<file path="config.mk">
export PLATFORM = sky130hd
export DESIGN_NAME = id_ex_stage
export DESIGN_NICKNAME = d
export VERILOG_FILES = /design/src/rtl/id_ex_stage_pkg.sv /design/src/rtl/id_ex_stage_fwd_unit.sv /design/src/rtl/id_ex_stage.sv
export SDC_FILE = /design/constraint.sdc
export NUM_CORES = 1
export LEC_CHECK = 0
export BUFFER_PORTS_ARGS = -buffer_cell sky130_fd_sc_hd__buf_4
export CORE_MARGIN = 8
export CORE_UTILIZATION = 46
export DETAILED_ROUTE_END_ITERATION = 10
export PLACE_DENSITY_LB_ADDON = 0.25
export SKIP_CTS_REPAIR_TIMING = 1
export SYNTH_ARGS = -nofsm -noshare
export SYNTH_HDL_FRONTEND = slang
export SYNTH_HIERARCHICAL = 1
export SYNTH_SLANG_ARGS = --single-unit
</file>
<file path="constraint.sdc">
create_clock -name clk -period 2.7 [get_ports clk]
set_input_delay 0.54 -clock clk [delete_from_list [all_inputs] [get_ports clk]]
set_output_delay 0.54 -clock clk [all_outputs]
set_load 0.02 [all_outputs]
</file>
<file path="src/rtl/id_ex_stage_pkg.sv">
// -----------------------------------------------------------------------------
// id_ex_stage_pkg
//   Shared definitions for the ID/EX stage of the MIPS core:
//     - forwarding mux select encodings driven on Forward_A/B
//     - ALU operation class codes carried from decode to execute
//     - the control bundle carried through the stage and its bubble value
//     - a saturating increment used by the optional hazard statistics
//   No ports (package).
// -----------------------------------------------------------------------------
package id_ex_stage_pkg;

    // Operand source selected by the EX-stage forwarding muxes.
    // Code 3 is never produced.
    typedef enum logic [1:0] {
        FWD_REG = 2'd0,   // value read from the register file in ID
        FWD_WB  = 2'd1,   // WBData of the instruction in WB
        FWD_MEM = 2'd2    // ALU result (Address) of the instruction in MEM
    } fwd_sel_e;

    // ALU operation class produced by the main decoder.
    typedef enum logic [1:0] {
        ALUOP_ADD   = 2'b00,  // loads/stores: address add
        ALUOP_SUB   = 2'b01,  // branches: compare by subtract
        ALUOP_RTYPE = 2'b10,  // R-type: operation taken from funct
        ALUOP_IMM   = 2'b11   // immediate arithmetic/logic
    } alu_op_e;

    // Control signals travelling with an instruction from ID to EX.
    typedef struct packed {
        alu_op_e alu_op;
        logic    alu_src;
        logic    reg_dst;
        logic    mem_read;
        logic    mem_write;
        logic    reg_write;
        logic    mem_to_reg;
    } ctrl_t;

    // A bubble: no register write, no memory access, so it has no
    // architectural effect downstream.
    localparam ctrl_t CTRL_BUBBLE = '0;

    // Increment that sticks at all-ones instead of wrapping.
    function automatic logic [15:0] sat_inc16(input logic [15:0] v);
        return (v == 16'hFFFF) ? v : v + 16'd1;
    endfunction

endpackage

</file>
<file path="src/rtl/id_ex_stage_fwd_unit.sv">
// -----------------------------------------------------------------------------
// id_ex_stage_fwd_unit
//   Purely combinational forwarding unit. For each EX source register it
//   selects the youngest in-flight producer: MEM beats WB, and register 0 is
//   never forwarded because it is hard-wired to zero.
// Ports:
//   ex_rs_i, ex_rt_i     in   source registers of the instruction in EX
//   mem_reg_write_i      in   MEM-stage instruction writes a register
//   mem_write_reg_i      in   MEM-stage destination register
//   wb_reg_write_i       in   WB-stage instruction writes a register
//   wb_write_reg_i       in   WB-stage destination register
//   forward_a_o          out  operand A source select
//   forward_b_o          out  operand B source select
// -----------------------------------------------------------------------------
module id_ex_stage_fwd_unit
    import id_ex_stage_pkg::*;
#(
    parameter int REG_DIR_WIDTH = 3
) (
    input  logic [REG_DIR_WIDTH-1:0] ex_rs_i,
    input  logic [REG_DIR_WIDTH-1:0] ex_rt_i,
    input  logic                     mem_reg_write_i,
    input  logic [REG_DIR_WIDTH-1:0] mem_write_reg_i,
    input  logic                     wb_reg_write_i,
    input  logic [REG_DIR_WIDTH-1:0] wb_write_reg_i,
    output fwd_sel_e                 forward_a_o,
    output fwd_sel_e                 forward_b_o
);

    function automatic fwd_sel_e pick_source(
        input logic [REG_DIR_WIDTH-1:0] src,
        input logic                     mem_we,
        input logic [REG_DIR_WIDTH-1:0] mem_rd,
        input logic                     wb_we,
        input logic [REG_DIR_WIDTH-1:0] wb_rd
    );
        if (src == '0) begin
            return FWD_REG;
        end else if (mem_we && (mem_rd == src)) begin
            return FWD_MEM;
        end else if (wb_we && (wb_rd == src)) begin
            return FWD_WB;
        end else begin
            return FWD_REG;
        end
    endfunction

    assign forward_a_o = pick_source(ex_rs_i, mem_reg_write_i, mem_write_reg_i,
                                     wb_reg_write_i, wb_write_reg_i);
    assign forward_b_o = pick_source(ex_rt_i, mem_reg_write_i, mem_write_reg_i,
                                     wb_reg_write_i, wb_write_reg_i);

endmodule

</file>
<file path="src/rtl/id_ex_stage.sv">
// -----------------------------------------------------------------------------
// id_ex_stage
//   ID/EX pipeline register of the MIPS core. Captures decoded operands and
//   control from ID and presents them to EX one clock later. Also contains
//   load-use hazard detection (inserts a bubble and freezes PC and IF/ID) and
//   the forwarding unit that drives the EX operand muxes.
//
//   Per-edge priority: reset > hold_i > flush_i > load-use bubble > load ID.
//
// Optional feature (macro HAZ_STATS_EN):
//   When defined, adds stall_cnt / flush_cnt: 16-bit saturating counts of
//   load-use stall cycles and flush bubbles; cleared by reset and frozen
//   while hold_i is high. When undefined these ports do not exist.
//
// Ports:
//   clk, rst_n                 clock, synchronous active-low reset
//   hold_i                     freeze the whole stage (memory wait)
//   flush_i                    branch taken: next contents become a bubble
//   id_*                       decoded operands/control from ID
//   mem_RegWrite, mem_WriteReg MEM-stage destination info for forwarding
//   wb_RegWrite,  wb_WriteReg  WB-stage destination info for forwarding
//   ex_*                       registered operands/control for EX
//                              (Rd -> ex_RegDst1, Rt -> ex_RegDst2)
//   Forward_A, Forward_B       0 = reg file, 1 = WBData, 2 = MEM ALU result
//   stall_cnt, flush_cnt       hazard statistics (HAZ_STATS_EN only)
//   PCWrite, IFIDWrite         0 = hold PC / IF/ID register this cycle
// -----------------------------------------------------------------------------
module id_ex_stage
    import id_ex_stage_pkg::*;
#(
    parameter int DATA_WIDTH    = 8,
    parameter int EXT_OUT_WIDTH = 8,
    parameter int REG_DIR_WIDTH = 3,
    parameter int PC_WIDTH      = 6
) (
    input  logic                     clk,
    input  logic                     rst_n,
    input  logic                     hold_i,
    input  logic                     flush_i,
    input  logic [DATA_WIDTH-1:0]    id_readd1,
    input  logic [DATA_WIDTH-1:0]    id_readd2,
    input  logic [EXT_OUT_WIDTH-1:0] id_SignExtendOut,
    input  logic [PC_WIDTH-1:0]      id_pc1,
    input  logic [5:0]               id_funct,
    input  logic [REG_DIR_WIDTH-1:0] id_Rs,
    input  logic [REG_DIR_WIDTH-1:0] id_Rt,
    input  logic [REG_DIR_WIDTH-1:0] id_Rd,
    input  logic [1:0]               id_ALUop,
    input  logic                     id_ALUSrc,
    input  logic                     id_RegDst,
    input  logic                     id_MemRead,
    input  logic                     id_MemWrite,
    input  logic                     id_RegWrite,
    input  logic                     id_MemtoReg,
    input  logic                     mem_RegWrite,
    input  logic                     wb_RegWrite,
    input  logic [REG_DIR_WIDTH-1:0] mem_WriteReg,
    input  logic [REG_DIR_WIDTH-1:0] wb_WriteReg,
    output logic [DATA_WIDTH-1:0]    ex_readd1,
    output logic [DATA_WIDTH-1:0]    ex_readd2,
    output logic [EXT_OUT_WIDTH-1:0] ex_SignExtendOut,
    output logic [PC_WIDTH-1:0]      ex_pc1,
    output logic [5:0]               ex_funct,
    output logic [REG_DIR_WIDTH-1:0] ex_Rs,
    output logic [REG_DIR_WIDTH-1:0] ex_RegDst1,
    output logic [REG_DIR_WIDTH-1:0] ex_RegDst2,
    output logic [1:0]               ex_ALUop,
    output logic                     ex_ALUSrc,
    output logic                     ex_RegDst,
    output logic                     ex_MemRead,
    output logic                     ex_MemWrite,
    output logic                     ex_RegWrite,
    output logic                     ex_MemtoReg,
    output logic [1:0]               Forward_A,
    output logic [1:0]               Forward_B,
`ifdef HAZ_STATS_EN
    output logic [15:0]              stall_cnt,
    output logic [15:0]              flush_cnt,
`endif
    output logic                     PCWrite,
    output logic                     IFIDWrite
);

    typedef struct packed {
        logic [DATA_WIDTH-1:0]    readd1;
        logic [DATA_WIDTH-1:0]    readd2;
        logic [EXT_OUT_WIDTH-1:0] sext;
        logic [PC_WIDTH-1:0]      pc1;
        logic [5:0]               funct;
        logic [REG_DIR_WIDTH-1:0] rs;
        logic [REG_DIR_WIDTH-1:0] rd;
        logic [REG_DIR_WIDTH-1:0] rt;
    } data_t;

    ctrl_t ctrl_q, ctrl_d, id_ctrl;
    data_t data_q, data_d, id_data;
    logic  luse;
    logic  stall;

    always_comb begin
        id_ctrl            = CTRL_BUBBLE;
        id_ctrl.alu_op     = alu_op_e'(id_ALUop);
        id_ctrl.alu_src    = id_ALUSrc;
        id_ctrl.reg_dst    = id_RegDst;
        id_ctrl.mem_read   = id_MemRead;
        id_ctrl.mem_write  = id_MemWrite;
        id_ctrl.reg_write  = id_RegWrite;
        id_ctrl.mem_to_reg = id_MemtoReg;

        id_data        = '0;
        id_data.readd1 = id_readd1;
        id_data.readd2 = id_readd2;
        id_data.sext   = id_SignExtendOut;
        id_data.pc1    = id_pc1;
        id_data.funct  = id_funct;
        id_data.rs     = id_Rs;
        id_data.rd     = id_Rd;
        id_data.rt     = id_Rt;
    end

    // A load in EX whose destination is a source of the instruction in ID.
    // A load into register 0 produces nothing to wait for.
    always_comb begin
        luse  = ctrl_q.mem_read && (data_q.rt != '0) &&
                ((data_q.rt == id_Rs) || (data_q.rt == id_Rt));
        // A taken branch discards the ID instruction, so its hazard is moot;
        // during a hold the front end is frozen anyway.
        stall = luse && !flush_i && !hold_i;
        PCWrite   = !hold_i && !stall;
        IFIDWrite = !hold_i && !stall;
    end

    always_comb begin
        ctrl_d = ctrl_q;
        data_d = data_q;
        if (!hold_i) begin
            if (flush_i || luse) begin
                ctrl_d = CTRL_BUBBLE;
                data_d = '0;
            end else begin
                ctrl_d = id_ctrl;
                data_d = id_data;
            end
        end
    end

    always_ff @(posedge clk) begin
        if (!rst_n) begin
            ctrl_q <= CTRL_BUBBLE;
            data_q <= '0;
        end else begin
            ctrl_q <= ctrl_d;
            data_q <= data_d;
        end
    end

`ifdef HAZ_STATS_EN
    logic [15:0] stall_cnt_q, stall_cnt_d;
    logic [15:0] flush_cnt_q, flush_cnt_d;

    always_comb begin
        stall_cnt_d = stall ? sat_inc16(stall_cnt_q) : stall_cnt_q;
        flush_cnt_d = (flush_i && !hold_i) ? sat_inc16(flush_cnt_q) : flush_cnt_q;
    end

    always_ff @(posedge clk) begin
        if (!rst_n) begin
            stall_cnt_q <= '0;
            flush_cnt_q <= '0;
        end else begin
            stall_cnt_q <= stall_cnt_d;
            flush_cnt_q <= flush_cnt_d;
        end
    end

    assign stall_cnt = stall_cnt_q;
    assign flush_cnt = flush_cnt_q;
`endif

    assign ex_readd1        = data_q.readd1;
    assign ex_readd2        = data_q.readd2;
    assign ex_SignExtendOut = data_q.sext;
    assign ex_pc1           = data_q.pc1;
    assign ex_funct         = data_q.funct;
    assign ex_Rs            = data_q.rs;
    assign ex_RegDst1       = data_q.rd;
    assign ex_RegDst2       = data_q.rt;
    assign ex_ALUop         = ctrl_q.alu_op;
    assign ex_ALUSrc        = ctrl_q.alu_src;
    assign ex_RegDst        = ctrl_q.reg_dst;
    assign ex_MemRead       = ctrl_q.mem_read;
    assign ex_MemWrite      = ctrl_q.mem_write;
    assign ex_RegWrite      = ctrl_q.reg_write;
    assign ex_MemtoReg      = ctrl_q.mem_to_reg;

    fwd_sel_e fwd_a, fwd_b;

    id_ex_stage_fwd_unit #(
        .REG_DIR_WIDTH(REG_DIR_WIDTH)
    ) u_fwd (
        .ex_rs_i        (data_q.rs),
        .ex_rt_i        (data_q.rt),
        .mem_reg_write_i(mem_RegWrite),
        .mem_write_reg_i(mem_WriteReg),
        .wb_reg_write_i (wb_RegWrite),
        .wb_write_reg_i (wb_WriteReg),
        .forward_a_o    (fwd_a),
        .forward_b_o    (fwd_b)
    );

    assign Forward_A = fwd_a;
    assign Forward_B = fwd_b;

endmodule
</file>
==> results.sh <==
export IMPL_synth_edf_count=0
export IMPL_critPathRequiredTime_ns=2.16
export IMPL_setup_tns_ns=0
export IMPL_max_freq_ghz=0.461
export IMPL_synth_top_area_cell="dfxtp_1"
export IMPL_cp_max_fo=8
export IMPL_grt_pass1_vias=2042
export IMPL_synthCells=268
export IMPL_hp_class="reg2reg"
export IMPL_numCtsBuffers=5
export IMPL_slew_headroom=0.349
export IMPL_cp_start_kind="register"
export IMPL_powerDensity_nw_per_um2=483
export IMPL_dr_total_vias=2068
export IMPL_ys_ff_latch=53
export IMPL_grt_antenna_before_repair=0
export IMPL_multiInputGateArea_um2=947
export IMPL_hold_ws_ns=0.446
export IMPL_root_buffer="clkbuf_8"
export IMPL_rows=24
export IMPL_final_hold_viol_count=0
export IMPL_fin_nets=448
export IMPL_period_share=0.803
export IMPL_drt_iter0_markers=118
export IMPL_cp_slowest_stage_delay_ns=0.47
export IMPL_worst_clock_skew_ns=0.00373
export IMPL_setup_violations=0
export IMPL_fill_cells=402
export IMPL_dpl_hpwl_um=4440
export IMPL_yosysMostFrequentCell="nand2_1"
export IMPL_period_needed_ns=2.17
export IMPL_synth_nets=333
export IMPL_fin_util=0.706
export IMPL_grt_total_usage=0.165
export IMPL_rsz0062_at_grt="no"
export IMPL_synthTopCellsByArea="dfxtp_1, nand2_1, o21ai_0, xnor2_1, o21ai_1"
export IMPL_worst_path_buf_inv=1
export IMPL_max_cap_violations=0
export IMPL_tightest_slew_ns=0.977
export IMPL_regArea_um2=1060
export IMPL_finalNonFillerCells=436
export IMPL_crit_arrival_ns=1.63
export IMPL_grt_overflow_total=0
export IMPL_coreArea_um2=4410
export IMPL_clk_path_buf_depth=2
export IMPL_drive_above_1_share=0.346
export IMPL_max_vdd_ir_drop_mv=0.336
export IMPL_final_max_slew_viol_count=0
export IMPL_fp_dieW_um=84.0
export IMPL_io_pins=124
export IMPL_synth_cell_types=21
export IMPL_drt_total_wl_um=5980
export IMPL_path_class="reg2out"
export IMPL_place_congestion=0.774
export IMPL_cts_sinks=53
export IMPL_dieArea_um2=7060
export IMPL_firstDrtPassIters=4
export IMPL_async_reset_ff_frac=0
export IMPL_status="completed"
export IMPL_ys_seq_area_frac=0.499
export IMPL_grt_pass1_wl_um=9740
export IMPL_cts_tree="built"
export IMPL_end_kind="primary output"
export IMPL_synth_top_area_frac=0.499
export IMPL_h_tree_depth=2
export IMPL_die_h_um=84.0
export IMPL_finalPower_uw=1510
export IMPL_io_buffers=123
export IMPL_diodes=0
export IMPL_ant_nets=0
export IMPL_start_util=0.482
export IMPL_cp_top_family="compound AO/OA/AOI/OAI gates"
export IMPL_crit_path_cell_trace="o31ai_1 -> a21oi_4 -> a21oi_1 -> buf_4"
export IMPL_drc=0
export IMPL_routedWlPerCell_um=13.7
export IMPL_ys_warnings_count=6
export IMPL_cts_reportedPaths_clkPinSlew_ns=0.09
export IMPL_slowest_stage="o31ai_1"
export IMPL_dp_cells=428
export IMPL_area_growth_synth_to_final_pct=46.4
export IMPL_grt_max_degree=54
export IMPL_viasPerCell=4.74
export IMPL_clk_latency_ns=0.29
export IMPL_synth_avg_cell_area_um2=7.94
export IMPL_p_leak_uw=0.00136
export IMPL_synthFlopType="dfxtp_1"
export IMPL_netlist_area_um2=2130
export IMPL_synth_common_cells="nand2_1, dfxtp_1, o21ai_0"
-- metrics by stage --
stage	worst slack, ns	cell area, µm²
2_1_floorplan	0.406	2130
3_3_place_gp	0.772	3040
3_5_place_dp	0.768	3040
4_1_cts	0.500	3120
5_1_grt	0.437	3120
6_report	0.531	3120
-- layer usage --
layer / vias up / GRT usage / wire (µm)
met5: - / 0 / 0
met4: 0 / 0.0518 / 54
met3: 5 / 0.0723 / 554
met2: 62 / 0.269 / 2890
met1: 905 / 0.187 / 2480
li1: 1096 / - / -
-- flip-flops by register name (all words and copies together), names as in the netlist --
signal and flops:
ex_SignExtendOut 8, ex_readd1 8, ex_readd2 8, ex_funct 6, ex_pc1 6, ex_RegDst1 3
ex_RegDst2 3, ex_Rs 3, ex_ALUop 2, ex_ALUSrc 1, ex_MemRead 1, ex_MemWrite 1
ex_MemtoReg 1, ex_RegDst 1, ex_RegWrite 1
-- area by class of cell --
type                    count  area share
repair buffers            125       0.305
well taps                  52      0.0209
flip-flops and latches     53       0.341
clock buffers               8      0.0257
multi-input cells         195       0.304
inverters                   3     0.00361
-- cells by family after synthesis --
family | after synthesis | synth area share
XOR/XNOR | 16 | 0.0658
AO/OA/AOI/OAI | 61 | 0.153
buffers and inverters | 20 | 0.0570
flip-flops | 53 | 0.499
AND/OR/NAND/NOR | 118 | 0.225
-- cells in the final DEF (no fill, tap or decap) --
master	synthesis	final
nand3_1	2	2
nor2_1	3	3
o21ai_1	13	13
and3b_1	2	2
clkbuf_1	7	3
o2111ai_1	2	2
clkbuf_8	0	5
a21oi_1	2	2
buf_4	1	124
and2_2	0	1
dfxtp_1	53	53
nand2_1	106	106
nor3_1	1	1
xnor2_1	16	16
nor3b_4	1	1
o31ai_1	1	1
nand4_1	2	2
a21oi_4	1	1
buf_12	0	1
inv_1	3	3
o21ai_0	42	42
-- tightest hold or removal path, cell delays in order (launching register included) --
cell,delay (ns)
dfxtp_1,0.32
nand2_1,0.05
o21ai_1,0.05
-- power breakdown --
group          total [µW]  leakage, µW  switching, µW  internal (µW)
Sequential            834     0.000433           21.7            812
Combinational         253     0.000889            120            133
Clock                 419    0.0000395            234            185
-- path summary, 6_finish.rpt --
check                              startpoint             to  slack (ns)  depth (start not counted)
worst min-delay path            ex_RegDst1[2]  ex_RegDst1[2]        0.45                          2
worst max register to register  ex_RegDst2[1]   ex_readd2[2]        0.90                          5
worst min register to register  ex_RegDst1[2]  ex_RegDst1[2]        0.45                          2
worst max-delay path            ex_RegDst2[2]        PCWrite        0.53                          4
(Power assumes the default switching activity.)
